**config.mk**
```make
export PLATFORM = sky130hd
export DESIGN_NAME = amo_controller
export DESIGN_NICKNAME = d
export VERILOG_FILES = /design/src/rtl/amo_controller_pkg.sv /design/src/rtl/amo_controller_alu.sv /design/src/rtl/amo_controller.sv
export SDC_FILE = /design/constraint.sdc
export NUM_CORES = 1
export LEC_CHECK = 0
export CAP_MARGIN = 15
export CORE_MARGIN = 10
export CORE_UTILIZATION = 55
export DETAILED_ROUTE_END_ITERATION = 10
export HOLD_SLACK_MARGIN = 0.06
export PLACE_DENSITY_LB_ADDON = 0.2
export SLEW_MARGIN = 20
export SYNTH_ARGS = -nofsm -noshare
export SYNTH_HDL_FRONTEND = slang
export SYNTH_HIERARCHICAL = 1
export SYNTH_SLANG_ARGS = --single-unit
export TNS_END_PERCENT = 10
```
**constraint.sdc**
```tcl
create_clock -name clk -period 4.5 [get_ports clk]
set_input_delay 0.675 -clock clk [delete_from_list [all_inputs] [get_ports clk]]
set_output_delay 0.675 -clock clk [all_outputs]
set_load 0.01 [all_outputs]
```
**src/rtl/amo_controller_pkg.sv**
```systemverilog
// amo_controller_pkg: shared definitions for the RV32A atomic sequencer.
//   - funct5 codes of the RV32A instructions plus ATOMIC_NO_OP (outside
//     the RV32A code space, means "no atomic request")
//   - 3-bit FSM state encoding
//   - MEM_WORD (bytes per memory word) and the derived word-offset width
//   - is_atomic_op(): true for every funct5 code this unit executes
package amo_controller_pkg;

  localparam logic [4:0] ATOMIC_ADD   = 5'b00000;
  localparam logic [4:0] ATOMIC_SWAP  = 5'b00001;
  localparam logic [4:0] ATOMIC_LR    = 5'b00010;
  localparam logic [4:0] ATOMIC_SC    = 5'b00011;
  localparam logic [4:0] ATOMIC_XOR   = 5'b00100;
  localparam logic [4:0] ATOMIC_OR    = 5'b01000;
  localparam logic [4:0] ATOMIC_AND   = 5'b01100;
  localparam logic [4:0] ATOMIC_MIN   = 5'b10000;
  localparam logic [4:0] ATOMIC_MAX   = 5'b10100;
  localparam logic [4:0] ATOMIC_MINU  = 5'b11000;
  localparam logic [4:0] ATOMIC_MAXU  = 5'b11100;
  localparam logic [4:0] ATOMIC_NO_OP = 5'b11111;

  // Bytes per memory word; the low WORD_LSB address bits select a byte.
  localparam int MEM_WORD = 4;
  localparam int WORD_LSB = $clog2(MEM_WORD);

  typedef enum logic [2:0] {
    ST_IDLE   = 3'd0,
    ST_READ   = 3'd1,
    ST_MODIFY = 3'd2,
    ST_WRITE  = 3'd3,
    ST_DONE   = 3'd4
  } amo_state_e;

  function automatic logic is_atomic_op(input logic [4:0] op);
    logic known;
    known = 1'b0;
    case (op)
      ATOMIC_ADD, ATOMIC_SWAP, ATOMIC_LR, ATOMIC_SC, ATOMIC_XOR,
      ATOMIC_OR, ATOMIC_AND, ATOMIC_MIN, ATOMIC_MAX, ATOMIC_MINU,
      ATOMIC_MAXU: known = 1'b1;
      default:     known = 1'b0;
    endcase
    return known;
  endfunction

endpackage

```
**src/rtl/amo_controller_alu.sv**
```systemverilog
// amo_alu: combinational read-modify-write function of the AMO instructions.
//   atomic_op  in  5     funct5 code of the latched request
//   old        in  XLEN  value read from memory
//   operand    in  XLEN  rs2 value
//   new_value  out XLEN  value to write back
// MIN/MAX compare signed, MINU/MAXU unsigned; on a tie the old value is kept.
// Codes without a modify step (LR/SC/unknown) pass the old value through.
module amo_alu
  import amo_controller_pkg::*;
#(
  parameter int XLEN = 32
) (
  input  logic [4:0]      atomic_op,
  input  logic [XLEN-1:0] old,
  input  logic [XLEN-1:0] operand,
  output logic [XLEN-1:0] new_value
);

  logic signed [XLEN-1:0] old_s;
  logic signed [XLEN-1:0] operand_s;
  logic                   lt_signed;
  logic                   gt_signed;
  logic                   lt_unsigned;
  logic                   gt_unsigned;

  assign old_s       = old;
  assign operand_s   = operand;
  // Strict comparisons of operand against old so ties select old.
  assign lt_signed   = operand_s < old_s;
  assign gt_signed   = operand_s > old_s;
  assign lt_unsigned = operand < old;
  assign gt_unsigned = operand > old;

  always_comb begin
    new_value = old;
    case (atomic_op)
      ATOMIC_SWAP: new_value = operand;
      ATOMIC_ADD:  new_value = old + operand;
      ATOMIC_XOR:  new_value = old ^ operand;
      ATOMIC_AND:  new_value = old & operand;
      ATOMIC_OR:   new_value = old | operand;
      ATOMIC_MIN:  new_value = lt_signed   ? operand : old;
      ATOMIC_MAX:  new_value = gt_signed   ? operand : old;
      ATOMIC_MINU: new_value = lt_unsigned ? operand : old;
      ATOMIC_MAXU: new_value = gt_unsigned ? operand : old;
      default:     new_value = old;
    endcase
  end

endmodule

```
**src/rtl/amo_controller.sv**
```systemverilog
// amo_controller: multi-cycle sequencer for RV32A atomics.
//   clk, reset          clock, synchronous active-high reset
//   start, atomic_op,   request strobe (sampled in IDLE only), funct5 code,
//   address, operand    rs1 address and rs2 operand
//   busy                high while a request is in flight (through DONE)
//   done                one-cycle completion pulse; result/misaligned valid
//   result              rd value, held until the next done
//   misaligned          with done: address not word aligned, no access made
//   mem_*               data-memory port; strobes held until mem_ready
//   snoop_write/_addr   store by another master, breaks a matching reservation
//   reservation_valid   LR/SC reservation currently held
// Flow: IDLE -> READ -> MODIFY -> WRITE -> DONE for AMOs, IDLE -> READ -> DONE
// for LR, IDLE -> WRITE -> DONE (or straight to DONE on failure) for SC.
module amo_controller
  import amo_controller_pkg::*;
#(
  parameter int XLEN = 32
) (
  input  logic            clk,
  input  logic            reset,
  input  logic            start,
  input  logic [4:0]      atomic_op,
  input  logic [XLEN-1:0] address,
  input  logic [XLEN-1:0] operand,
  output logic            busy,
  output logic            done,
  output logic [XLEN-1:0] result,
  output logic            misaligned,
  output logic [XLEN-1:0] mem_addr,
  output logic            mem_read,
  output logic            mem_write,
  output logic [XLEN-1:0] mem_wdata,
  input  logic [XLEN-1:0] mem_rdata,
  input  logic            mem_ready,
  input  logic            snoop_write,
  input  logic [XLEN-1:0] snoop_addr,
  output logic            reservation_valid
);

  localparam int WORD_W = XLEN - WORD_LSB;

  amo_state_e        state_q, state_d;
  logic [4:0]        op_q, op_d;
  logic [WORD_W-1:0] word_q, word_d;
  logic [XLEN-1:0]   operand_q, operand_d;
  logic [XLEN-1:0]   old_q, old_d;
  logic [XLEN-1:0]   wdata_q, wdata_d;
  logic [XLEN-1:0]   result_q, result_d;
  logic              mis_q, mis_d;
  logic              res_valid_q, res_valid_d;
  logic [WORD_W-1:0] res_word_q, res_word_d;

  logic [XLEN-1:0]   alu_new;
  logic [WORD_W-1:0] req_word;
  logic [WORD_W-1:0] snoop_word;
  logic              req_misaligned;
  logic              snoop_hits_held;
  logic              unused_snoop_lsb;

  assign req_word         = address[XLEN-1:WORD_LSB];
  assign snoop_word       = snoop_addr[XLEN-1:WORD_LSB];
  assign req_misaligned   = address[WORD_LSB-1:0] != '0;
  assign snoop_hits_held  = snoop_write && (snoop_word == res_word_q);
  // Snoops are word granular; the byte offset carries no information.
  assign unused_snoop_lsb = ^snoop_addr[WORD_LSB-1:0];

  amo_alu #(.XLEN(XLEN)) u_amo_alu (
    .atomic_op (op_q),
    .old       (old_q),
    .operand   (operand_q),
    .new_value (alu_new)
  );

  always_comb begin
    state_d     = state_q;
    op_d        = op_q;
    word_d      = word_q;
    operand_d   = operand_q;
    old_d       = old_q;
    wdata_d     = wdata_q;
    result_d    = result_q;
    mis_d       = mis_q;
    res_valid_d = res_valid_q;
    res_word_d  = res_word_q;

    case (state_q)
      ST_IDLE: begin
        if (start && is_atomic_op(atomic_op)) begin
          op_d      = atomic_op;
          word_d    = req_word;
          operand_d = operand;
          mis_d     = req_misaligned;
          if (req_misaligned) begin
            result_d = '0;
            state_d  = ST_DONE;
          end else if (atomic_op == ATOMIC_SC) begin
            // Every SC consumes the reservation, success or not. A snoop
            // landing in this very cycle already counts against it.
            res_valid_d = 1'b0;
            if (res_valid_q && (res_word_q == req_word) && !snoop_hits_held) begin
              wdata_d = operand;
              state_d = ST_WRITE;
            end else begin
              result_d = {{(XLEN-1){1'b0}}, 1'b1};
              state_d  = ST_DONE;
            end
          end else begin
            state_d = ST_READ;
          end
        end
      end

      ST_READ: begin
        if (mem_ready) begin
          old_d = mem_rdata;
          if (op_q == ATOMIC_LR) begin
            result_d    = mem_rdata;
            res_valid_d = 1'b1;
            res_word_d  = word_q;
            state_d     = ST_DONE;
          end else begin
            state_d = ST_MODIFY;
          end
        end
      end

      ST_MODIFY: begin
        wdata_d = alu_new;
        state_d = ST_WRITE;
      end

      ST_WRITE: begin
        if (mem_ready) begin
          if (op_q == ATOMIC_SC) begin
            result_d = '0;
          end else begin
            result_d = old_q;
            // Our own AMO store to the reserved word breaks the reservation.
            if (res_word_q == word_q) begin
              res_valid_d = 1'b0;
            end
          end
          state_d = ST_DONE;
        end
      end

      ST_DONE: begin
        state_d = ST_IDLE;
      end

      default: begin
        state_d = ST_IDLE;
      end
    endcase

    // Compared against the next reservation word so a snoop coinciding with
    // an LR completion to the same word leaves the reservation cleared.
    if (snoop_write && (snoop_word == res_word_d)) begin
      res_valid_d = 1'b0;
    end
  end

  // Control and every register visible on an output port reset to zero.
  always_ff @(posedge clk) begin
    if (reset) begin
      state_q     <= ST_IDLE;
      mis_q       <= 1'b0;
      res_valid_q <= 1'b0;
      res_word_q  <= '0;
      word_q      <= '0;
      wdata_q     <= '0;
      result_q    <= '0;
    end else begin
      state_q     <= state_d;
      mis_q       <= mis_d;
      res_valid_q <= res_valid_d;
      res_word_q  <= res_word_d;
      word_q      <= word_d;
      wdata_q     <= wdata_d;
      result_q    <= result_d;
    end
  end

  // Request datapath: only read after being loaded on acceptance.
  always_ff @(posedge clk) begin
    op_q      <= op_d;
    operand_q <= operand_d;
    old_q     <= old_d;
  end

  assign busy              = state_q != ST_IDLE;
  assign done              = state_q == ST_DONE;
  assign misaligned        = done && mis_q;
  assign result            = result_q;
  assign mem_read          = state_q == ST_READ;
  assign mem_write         = state_q == ST_WRITE;
  assign mem_addr          = {word_q, {WORD_LSB{1'b0}}};
  assign mem_wdata         = wdata_q;
  assign reservation_valid = res_valid_q;

endmodule
```
Word-level counts from Yosys, hierarchy flattened
Memories as Yosys holds them, arrays and structs flattened.
Cells that the tools add are included.
{"block": "word_totals", "ff_bits": 198, "in_bits": 138, "romBits": 32, "memories": 1, "elab_cells": 109}
{"block": "op_classes", "eq_ne": 30, "reduce_logical": 20, "addsub": 1, "bitwise": 3, "n_mux": 40, "n_lt_le_gt_ge": 4}
{"memory": "(no name shown)", "depth": 32, "word_bits": 1, "read_ports": 1, "rd_ports_with_merged_regs": 0, "write_ports": 0, "line_no": "amo_controller_pkg.sv:37", "text": "case (op)"}
{"cell": "$mux 32", "n": 16}
{"cell": "$pmux 32 s9", "n": 1}
{"cell": "$eq 30x30->1", "n": 4}
{"cell": "$pmux 32 s3", "n": 1}
{"cell": "$mux 30", "n": 3}
{"cell": "$gt 32x32->1", "n": 2}
{"cell": "$lt 32x32->1", "n": 2}
{"cell": "$pmux 32 s2", "n": 1}
{"cell": "$add 32x32->32", "n": 1}
{"cell": "$and 32x32->32", "n": 1}
{"cell": "$or 32x32->32", "n": 1}
{"cell": "$xor 32x32->32", "n": 1}
{"cell": "$mux 3", "n": 7}
{"cell": "$eq 5x5->1 const B", "n": 4}
{"cell": "$eq 5x2->1 const B", "n": 3}
{"cell": "$pmux 3 s4", "n": 1}
{"cell": "$eq 5x4->1 const B", "n": 2}
{"cell": "$ne 2x2->1 const B", "n": 5}
{"cell": "$mux 1", "n": 9}
{"cell": "$reduce_and 9->1", "n": 1}
{"cell": "$ne 2x1->1 const B", "n": 4}
{"cell": "$reduce_and 7->1", "n": 1}
{"cell": "$eq 3x2->1 const B", "n": 2}
{"cell": "$logic_and 1x1->1", "n": 6}
{"cell": "15 further kinds", "n": 19}

Logic depth before layout (Yosys ltp)
Gate-level depths: netlist of run 1.
{"block": "logic_depth", "depth_word": 9, "ltp_mapped": 17, "mapped_depth_nobuf": 14}

Hierarchy
Netlist of run 1, hierarchy kept.
{"module": "amo_controller", "cells_per_inst": 931, "n_inst": 1, "area_each_um2": 9110.0}
{"module": "amo_alu", "cells_per_inst": 775, "n_inst": 1, "area_each_um2": 5129.9}

Worst setup path after synthesis of run 1
OpenSTA, ideal clock, no wires.
{"block": "synth_path", "path_type": "reg-to-reg", "from": "register old_q[11]", "to": "register wdata_q[28] (netlist: mem_wdata[28])", "t_arrival_ns": 3.241, "required_ns": 4.363, "period_less_slack_ns": 3.378, "path_stages_with_launch": 17, "n_path_buf": 2, "path_slack_ns": 1.122, "setup_time_ns": 0.137, "path_cell_list": "edfxtp_1 -> inv_1 -> ha_1 -> buf_4 -> nor4_1 -> nand4_1 -> o221ai_1 -> o31a_2 -> nor2_2 -> o21ai_1 -> o22ai_4 -> buf_6 -> a221o_1 -> a221oi_2 -> a21oi_1 -> mux2i_1 -> a211oi_1"}
{"block": "synth_via", "elab_chain_cells": 4}
{"element": "from (decl)", "line_no": "amo_controller.sv:46", "text": "logic [XLEN-1:0] old_q, old_d;"}
{"element": "from (signal assigned)", "line_no": "amo_controller.sv:188", "text": "old_q <= old_d;"}
{"element": "$gt 32x32->1, or another cell as far along", "line_no": "amo_controller_alu.sv:32", "text": "assign gt_unsigned = operand > old;"}
{"element": "$mux 32 (on tied branches)"}
{"element": "$pmux 32 s9 *", "line_no": "amo_controller_alu.sv:36", "text": "case (atomic_op)"}
{"element": "net alu_new[28]", "line_no": "amo_controller.sv:53", "text": "logic [XLEN-1:0] alu_new;"}
{"element": "$pmux 32 s2 *", "line_no": "amo_controller.sv:86", "text": "case (state_q)"}
{"element": "to (signal assigned)", "line_no": "amo_controller.sv:179", "text": "wdata_q <= wdata_d;"}
{"element": "to (decl)", "line_no": "amo_controller.sv:47", "text": "logic [XLEN-1:0] wdata_q, wdata_d;"}
The timed path passes the listed nets; every way through them passes the cells marked *.
A chain may end at the register's enable or synchronous reset.

Worst setup path after layout of run 1
{"block": "layout_path", "from": "register old_q[2]", "to": "register wdata_q[12] (netlist: mem_wdata[12])"}
The elaborated chain is that of the path after synthesis.

==> results of run 1 <==
## cell usage in the layout, fill, tap and decap left out, drive strengths merged, types with 57 or more instances in the layout
cell type / synthesis / layout
clkdlybuf4s50: 0 / 234
a21oi: 154 / 154
dfxtp: 129 / 129
nor2: 131 / 131
nand2: 216 / 216
buf: 38 / 65
xnor2: 98 / 98
o21ai: 57 / 57
inv: 98 / 105
ha: 96 / 96
edfxtp: 69 / 69
## flip-flops by register name, summed over array words and instances (netlist names)
register           count
state_q                3
mem_wdata             32
op_q                   5
operand_q             32
reservation_valid      1
old_q                 32
result                32
res_word_q            30
word_q                30
mis_q                  1
## cells by family (layout without fill, tap and decap cells)
logic type | after synthesis | in the layout | share of synthesized area, %
fa+ha+maj | 97 | 97 | 8.58
flops | 198 | 198 | 32.7
compound gates | 489 | 489 | 23.6
other cells | 1 | 4 | 0.0263
simple gates | 520 | 520 | 16.8
buf+inv | 214 | 429 | 6.28
xor+xnor | 133 | 133 | 8.18
mux | 54 | 54 | 3.87
## through the flow
step	hold WS (ns)	cell area [um^2]	worst slack (ns)	util, %
6_report	0.485	17700	0.147	69.7
5_1_grt	0.505	17600	0.0265	69.7
4_1_cts	0.482	17600	0.137	69.5
3_5_place_dp	0.471	17000	0.256	67.1
3_3_place_gp	0.460	17000	0.334	67.1
2_1_floorplan	0.474	14200	1.12	-
## worst min-delay path: cells and delay by family (launching register included)
kind,cells,cell delay [ns]
flip-flops,1,0.32
AO/OA/AOI/OAI,1,0.06
buffers and inverters,1,0.05
## timing repair
| item | 4_1_cts | 5_1_grt |
|---|---|---|
| hold endpoints to repair | 0 | 0 |
| setup endpoints to repair | 0 | 6 |
| buffers inserted | 0 | 4 |
| gates resized for setup | 0 | 2 |
## cell type report
| class | count | area share (%) |
|---|---|---|
| antenna | 2 | 0.0284 |
| clock buffer | 19 | 2.52 |
| clock inverter | 13 | 0.858 |
| inverter | 98 | 2.08 |
| multi-input combinational | 1295 | 49.6 |
| sequential | 198 | 26.4 |
| tap | 330 | 2.34 |
| timing repair buffer | 299 | 16.2 |
## worst max path at each step
stage	from	endpoint	slack [ns]	depth (start not counted)
4_1_cts	old_q[29]	mem_wdata[12]	0.14	15
2_1_floorplan	old_q[11]	mem_wdata[28]	1.12	16
3_5_place_dp	old_q[29]	mem_wdata[29]	0.26	14
3_3_place_gp	old_q[29]	mem_wdata[29]	0.33	14
6_report	old_q[2]	mem_wdata[12]	0.15	16
5_1_grt	old_q[13]	mem_wdata[12]	0.03	16
## metal layers
layer / GRT usage, % / up-vias / routed length [um]
met5: 0 / - / 0
met4: 12.1 / 0 / 2140
met3: 7.25 / 130 / 4980
met2: 52.1 / 759 / 25400
met1: 36.9 / 6767 / 20300
li1: - / 6559 / -
## power groups by stage
stage,logic (mW),registers [mW],clock network [mW]
after floorplan,0.421,1.98,0
after global placement,0.761,1.98,0
after detailed placement,0.770,1.98,0
after CTS,0.776,1.94,1.60
after global routing,0.845,1.95,1.67
final,0.792,1.94,1.59
==> impl_metrics.json, run 1 <==
{
  "grt_max_degree": 71,
  "min_from": "result[2]",
  "hold_viol_final": 0,
  "ff2ff_setup_slack_ns": 0.15,
  "yosys.area.top_type": "dfxtp_1",
  "p_per_area_mw_per_mm2": 245,
  "clockBufferDepth": 2,
  "clkPwrFrac_pct": 36.7,
  "path_buf_inv": 3,
  "p_leak_nw": 6.67,
  "fin_nets": 2144,
  "path_cells": "inv_1, ha_1, nor2_1, a221oi_1, o221ai_1, o31ai_1, nand3_1, o21ai_1, o22ai_4, buf_4, a21o_1, buf_4, a221oi_1, a21oi_1, mux2i_1, a211oi_1",
  "r2r-end": "mem_wdata[12]",
  "start_util_pct": 56.2,
  "switching_share_pct": 30.5,
  "path_clk_slew_ns": 0.08,
  "tns_ns": 0,
  "seq_area_frac_synth_pct": 32.7,
  "totalWireLength_mm": 52.9,
  "max_slew_margin_pct": 42.1,
  "synth_commonest_cells": "216 x nand2_1, 152 x a21oi_1, 130 x nor2_1",
  "end_kind": "register",
  "synth.ff_latch_count": 198,
  "core_mm2": 0.0253,
  "grt_pass1_vias": 13900,
  "multiInputGateArea_mm2": 0.00875,
  "intPower_mw": 3.01,
  "antenna_left": 0,
  "antenna_found_initial": 3,
  "p_switching_mw": 1.32,
  "seqCellArea_mm2": 0.00465,
  "hold_path.class": "register to register",
  "die_y_um": 181,
  "hold_path_depth": 2,
  "cts_tree": "yes",
  "fillCellCount": 2048,
  "instances_no_fill": 2254,
  "maxCapViolations": 0,
  "die_width_um": 181,
  "row_count": 58,
  "start_kind": "register",
  "synth_top_cell_area_share_pct": 18.1,
  "io_pins": 240,
  "timing.fmax_mhz": 230,
  "grt_pass1_wl_mm": 80.9,
  "yosys_warnings": 6,
  "netlist_instances": 1706,
  "crit_type": "register to register",
  "grt_usage_pct": 30.8,
  "cts_hold_buf": 0,
  "vias": 14200,
  "dp_hpwl_mm": 39.5,
  "overflow": 0,
  "hold_path_end": "result[2]",
  "yosysUniqueCellTypes": 85,
  "drive_gt1_share_pct": 7.18,
  "dp_cells": 2216,
  "die_area_mm2": 0.0327,
  "cpMaxStageDelayCell": "o31ai_1",
  "fin_crit_ns": 4.35,
  "seqPwrFrac_pct": 45.0,
  "place_congestion": 1.07,
  "numCtsBuffers": 17,
  "worstPathRequired_ns": 4.77,
  "finalSetupViolCount": 0,
  "slew_viol_final": 0,
  "crit_family": "compound AO/OA/AOI/OAI gates",
  "cts_max_level": 4,
  "reg2reg_from": "old_q[2]",
  "ir_worst_vdd_v": 0.000190,
  "yosys.cell_count.top_type": "nand2_1",
  "slowest_delay_ns": 0.67,
  "vias_per_cell": 6.31,
  "path_max_fanout": 8,
  "synthTopCellsByArea": "dfxtp_1 18%, edfxtp_1 15%, ha_1 8.4%, xnor2_1 6.0%, nand2_1 5.7%",
  "crit_arrival_ns": 4.62,
  "drt_pass1_iterations": 6,
  "status": "completed",
  "clock_latency_ns": 0.45,
  "final.setup_skew_ns": 0.0223,
  "synth-async-reset-ratio_pct": 0,
  "power.total_mw": 4.32,
  "port-buffer-count": 235,
  "syn-cell-area_mm2": 0.0142,
  "avgSynthCellArea_um2": 8.35,
  "synth-edff-count": 69,
  "yosys_most_used_dff": "dfxtp_1",
  "fin_crit_sh_pct": 96.7,
  "clock-sinks": 198,
  "r2r_cells": 16,
  "drtIter0Drc": 1585,
  "cts-root-buf": "clkbuf_16",
  "rsz0062_at_grt": "no",
  "drc": 0,
  "p_comb_share_pct": 18.3,
  "wl_per_cell_um": 23.5,
  "syn_to_final_growth_pct": 24.0,
  "worst_slew_pin_slew_ns": 0.869
}
(Power assumes the default switching activity.)
==> run 2, diff against run 1 <==
--- a/config.mk
+++ b/config.mk
@@ -6,6 +6,7 @@
 export NUM_CORES = 1
 export LEC_CHECK = 0
 export CAP_MARGIN = 15
+export CORE_ASPECT_RATIO = 0.6
 export CORE_MARGIN = 10
 export CORE_UTILIZATION = 55
 export DETAILED_ROUTE_END_ITERATION = 10
@@ -14,6 +15,5 @@
 export SLEW_MARGIN = 20
 export SYNTH_ARGS = -nofsm -noshare
 export SYNTH_HDL_FRONTEND = slang
-export SYNTH_HIERARCHICAL = 1
 export SYNTH_SLANG_ARGS = --single-unit
 export TNS_END_PERCENT = 10
==> run 2 against run 1 <==
Against the previous run:
- wire length up 18%
- design area up 1.7%
- critical path type unchanged
- clock skew up 0.0042 ns
- area after synthesis down 1.2%
- sequential power up 4%
- synthesized cell count down 1.6%
==> impl_metrics.json, run 2 <==
{
  "status": "completed",
  "dp_hpwl_mm": 47.9,
  "tns_ns": 0,
  "port-buffer-count": 235,
  "synth_top_cell_area_share_pct": 18.4,
  "clockBufferDepth": 2,
  "io_pins": 240,
  "rsz0062_at_grt": "no",
  "worst_slew_pin_slew_ns": 1.16,
  "cts_setup_buffers": 0,
  "yosys_warnings": 0,
  "synth-async-reset-ratio_pct": 0,
  "drc": 0,
  "die_width_um": 226,
  "crit_end": "mem_wdata[26]",
  "grt_pass1_wl_mm": 90.0,
  "syn-cell-area_mm2": 0.0141,
  "synth_commonest_cells": "159 x nand2_1, 156 x nor2_1, 130 x a21oi_1",
  "path_max_fanout": 7,
  "numCtsBuffers": 17,
  "cts_max_level": 4,
  "clock_latency_ns": 0.48,
  "p_leak_nw": 7.03,
  "crit_arrival_ns": 4.64,
  "cp-startpoint": "operand_q[26]",
  "wl_per_cell_um": 27.5,
  "grt_pass1_vias": 13900,
  "grt_busiest_layer": "met1",
  "multiInputGateArea_mm2": 0.00869,
  "grt_util_met2_pct": 44.0,
  "cts-root-buf": "clkbuf_16",
  "yosys.area.top_type": "dfxtp_1",
  "layout_common_cells": "234 x clkdlybuf4s50_1, 159 x nand2_1, 152 x nor2_1, 129 x a21oi_1, 129 x dfxtp_1",
  "hold_viol_final": 0,
  "crit_type": "register to register",
  "finalSetupViolCount": 0,
  "drtIter0Drc": 2687,
  "avgSynthCellArea_um2": 8.38,
  "overflow": 0,
  "fillCellCount": 1970,
  "vias": 15200,
  "synth.ff_latch_count": 198,
  "r2r-end": "mem_wdata[26]",
  "vias_per_cell": 6.66,
  "power.total_mw": 4.69,
  "grt_util_met3_pct": 24.1,
  "slew_viol_final": 0,
  "fin_crit_sh_pct": 95.9,
  "ir_worst_vdd_v": 0.000253,
  "start_util_pct": 55.8,
  "end_kind": "register",
  "antenna_found_initial": 2,
  "drt_pass1_iterations": 9,
  "clock-sinks": 198,
  "synth-edff-count": 69,
  "cts_tree": "yes",
  "start_kind": "register",
  "fin_nets": 2169,
  "core_mm2": 0.0252,
  "grt_max_degree": 68,
  "syn_to_final_growth_pct": 27.6,
  "synthTopCellsByArea": "dfxtp_1 18%, edfxtp_1 15%, ha_1 8.5%, xor2_1 4.9%, a21oi_1 4.6%",
  "yosysUniqueCellTypes": 75,
  "grtUsageMet1_pct": 52.8,
  "drive_gt1_share_pct": 9.04,
  "layout_commonest_cell": "clkdlybuf4s50_1",
  "hold_path.class": "register to register",
  "yosys.cell_count.top_type": "nand2_1",
  "totalWireLength_mm": 62.6,
  "min_from": "result[9]",
  "die_y_um": 144,
  "p_per_area_mw_per_mm2": 261,
  "ff2ff_setup_slack_ns": 0.18,
  "r2r_cells": 15,
  "die_area_mm2": 0.0326,
  "yosys_most_used_dff": "dfxtp_1",
  "fin_crit_ns": 4.32,
  "final.setup_skew_ns": 0.0264,
  "reg2reg_from": "operand_q[26]",
  "antenna_left": 0,
  "row_count": 45,
  "worstPathRequired_ns": 4.82,
  "seqCellArea_mm2": 0.00465,
  "path_clk_slew_ns": 0.08,
  "maxCapViolations": 0,
  "netlist_instances": 1679,
  "max_slew_margin_pct": 22.3,
  "grt_usage_pct": 37.1,
  "timing.fmax_mhz": 232,
  "place_congestion": 1.09,
  "seq_area_frac_synth_pct": 33.1
}
-- run 2: cell types whose count changed in the layout (fill, tap and decap cells not counted), moves of 22 or more --
cell / delta
a31oi_1: -26
a22oi_1: +41
o211ai_1: +22
nand2_1: -57
xnor2_1: -29
buf_4: +42
nor2_1: +23
xor2_1: +43
o21ai_0: +34
a22o_1: -32
-- run 2: per-layer routing --
| layer | up-vias | part of all wire [%] |
|---|---|---|
| met5 | - | 0.36 |
| met3 | 123 | 21 |
| met1 | 7160 | 42 |
| li1 | 6607 | - |
| met4 | 4 | 1.7 |
| met2 | 1277 | 36 |
-- run 2: worst min path at each step --
stage	cells after the start	endpoint	slack, ns
after floorplan	2	mis_q	0.47
after global placement	2	result[2]	0.48
after detailed placement	2	word_q[12]	0.49
after CTS	2	result[9]	0.50
after global routing	2	result[7]	0.52
final	2	result[9]	0.50
-- run 2: final cells by class --
| class | instances | area share (%) |
|---|---|---|
| diodes | 3 | 0.0418 |
| clock buffers | 17 | 2.37 |
| clock inverters | 15 | 0.878 |
| inverters | 86 | 1.80 |
| multi-input cells | 1285 | 48.4 |
| flip-flops and latches | 198 | 25.9 |
| well taps | 329 | 2.29 |
| repair buffers | 346 | 18.3 |
-- run 2: metrics by stage --
stage	worst slack, ns	hold WS, ns	util [%]	instance area (um^2)	instances
after detailed placement	0.367	0.492	68.8	17400	2244
after CTS	0.359	0.502	71.1	17900	2276
after global placement	0.443	0.484	68.8	17400	2244
after global routing	0.114	0.523	71.2	17900	2276
final	0.184	0.499	71.2	18000	2279
after floorplan	1.15	0.474	-	14100	1680
-- run 2: power by group --
part | internal (mW) | switching [mW]
clock | 0.746 | 0.842
combinational | 0.475 | 0.613
sequential | 1.94 | 0.0823
total | 3.16 | 1.54
-- run 2: critical path, stage by stage, from the launching register on --
cell and delay (ns):
edfxtp_1 0.48, inv_1 0.07, ha_1 0.43, nor4_4 0.53, nor4b_1 0.29, buf_4 0.17, nand3_1 0.17, or3_4 0.47
and2_1 0.16, o21a_1 0.17, buf_4 0.20, nand2_1 0.07, a21oi_1 0.07, nor4_1 0.60, buf_4 0.21, o22ai_1 0.07
-- run 2: logic make-up (layout without fill, tap and decap cells) --
group                      after synthesis  count (layout)  synth area share [%]
buffers and inverters                  197             464                  5.64
adders and majority gates               97              97                  8.68
muxes                                   53              53                  3.77
AOI/OAI and AO/OA                      500             500                  23.9
and+or+nand+nor                        486             486                  15.7
xor gates and xnor gates               147             147                  9.15
DFF                                    198             198                  33.1
other                                    1               5                0.0267
-- run 2: timing repair --
action                                  CTS  global route
hold buffers                              0             0
gates resized for setup                   0             2
endpoints found under the setup margin    0             5
==> run 3, diff against run 2 <==
--- a/config.mk
+++ b/config.mk
@@ -9,6 +9,7 @@
 export CORE_ASPECT_RATIO = 0.6
 export CORE_MARGIN = 10
 export CORE_UTILIZATION = 55
+export CTS_BUF_LIST = sky130_fd_sc_hd__clkbuf_8 sky130_fd_sc_hd__clkbuf_16
 export DETAILED_ROUTE_END_ITERATION = 10
 export HOLD_SLACK_MARGIN = 0.06
 export PLACE_DENSITY_LB_ADDON = 0.2
==> results of run 3 <==
Same layout as run 2: the final DEF is identical, and so are final timing and power.
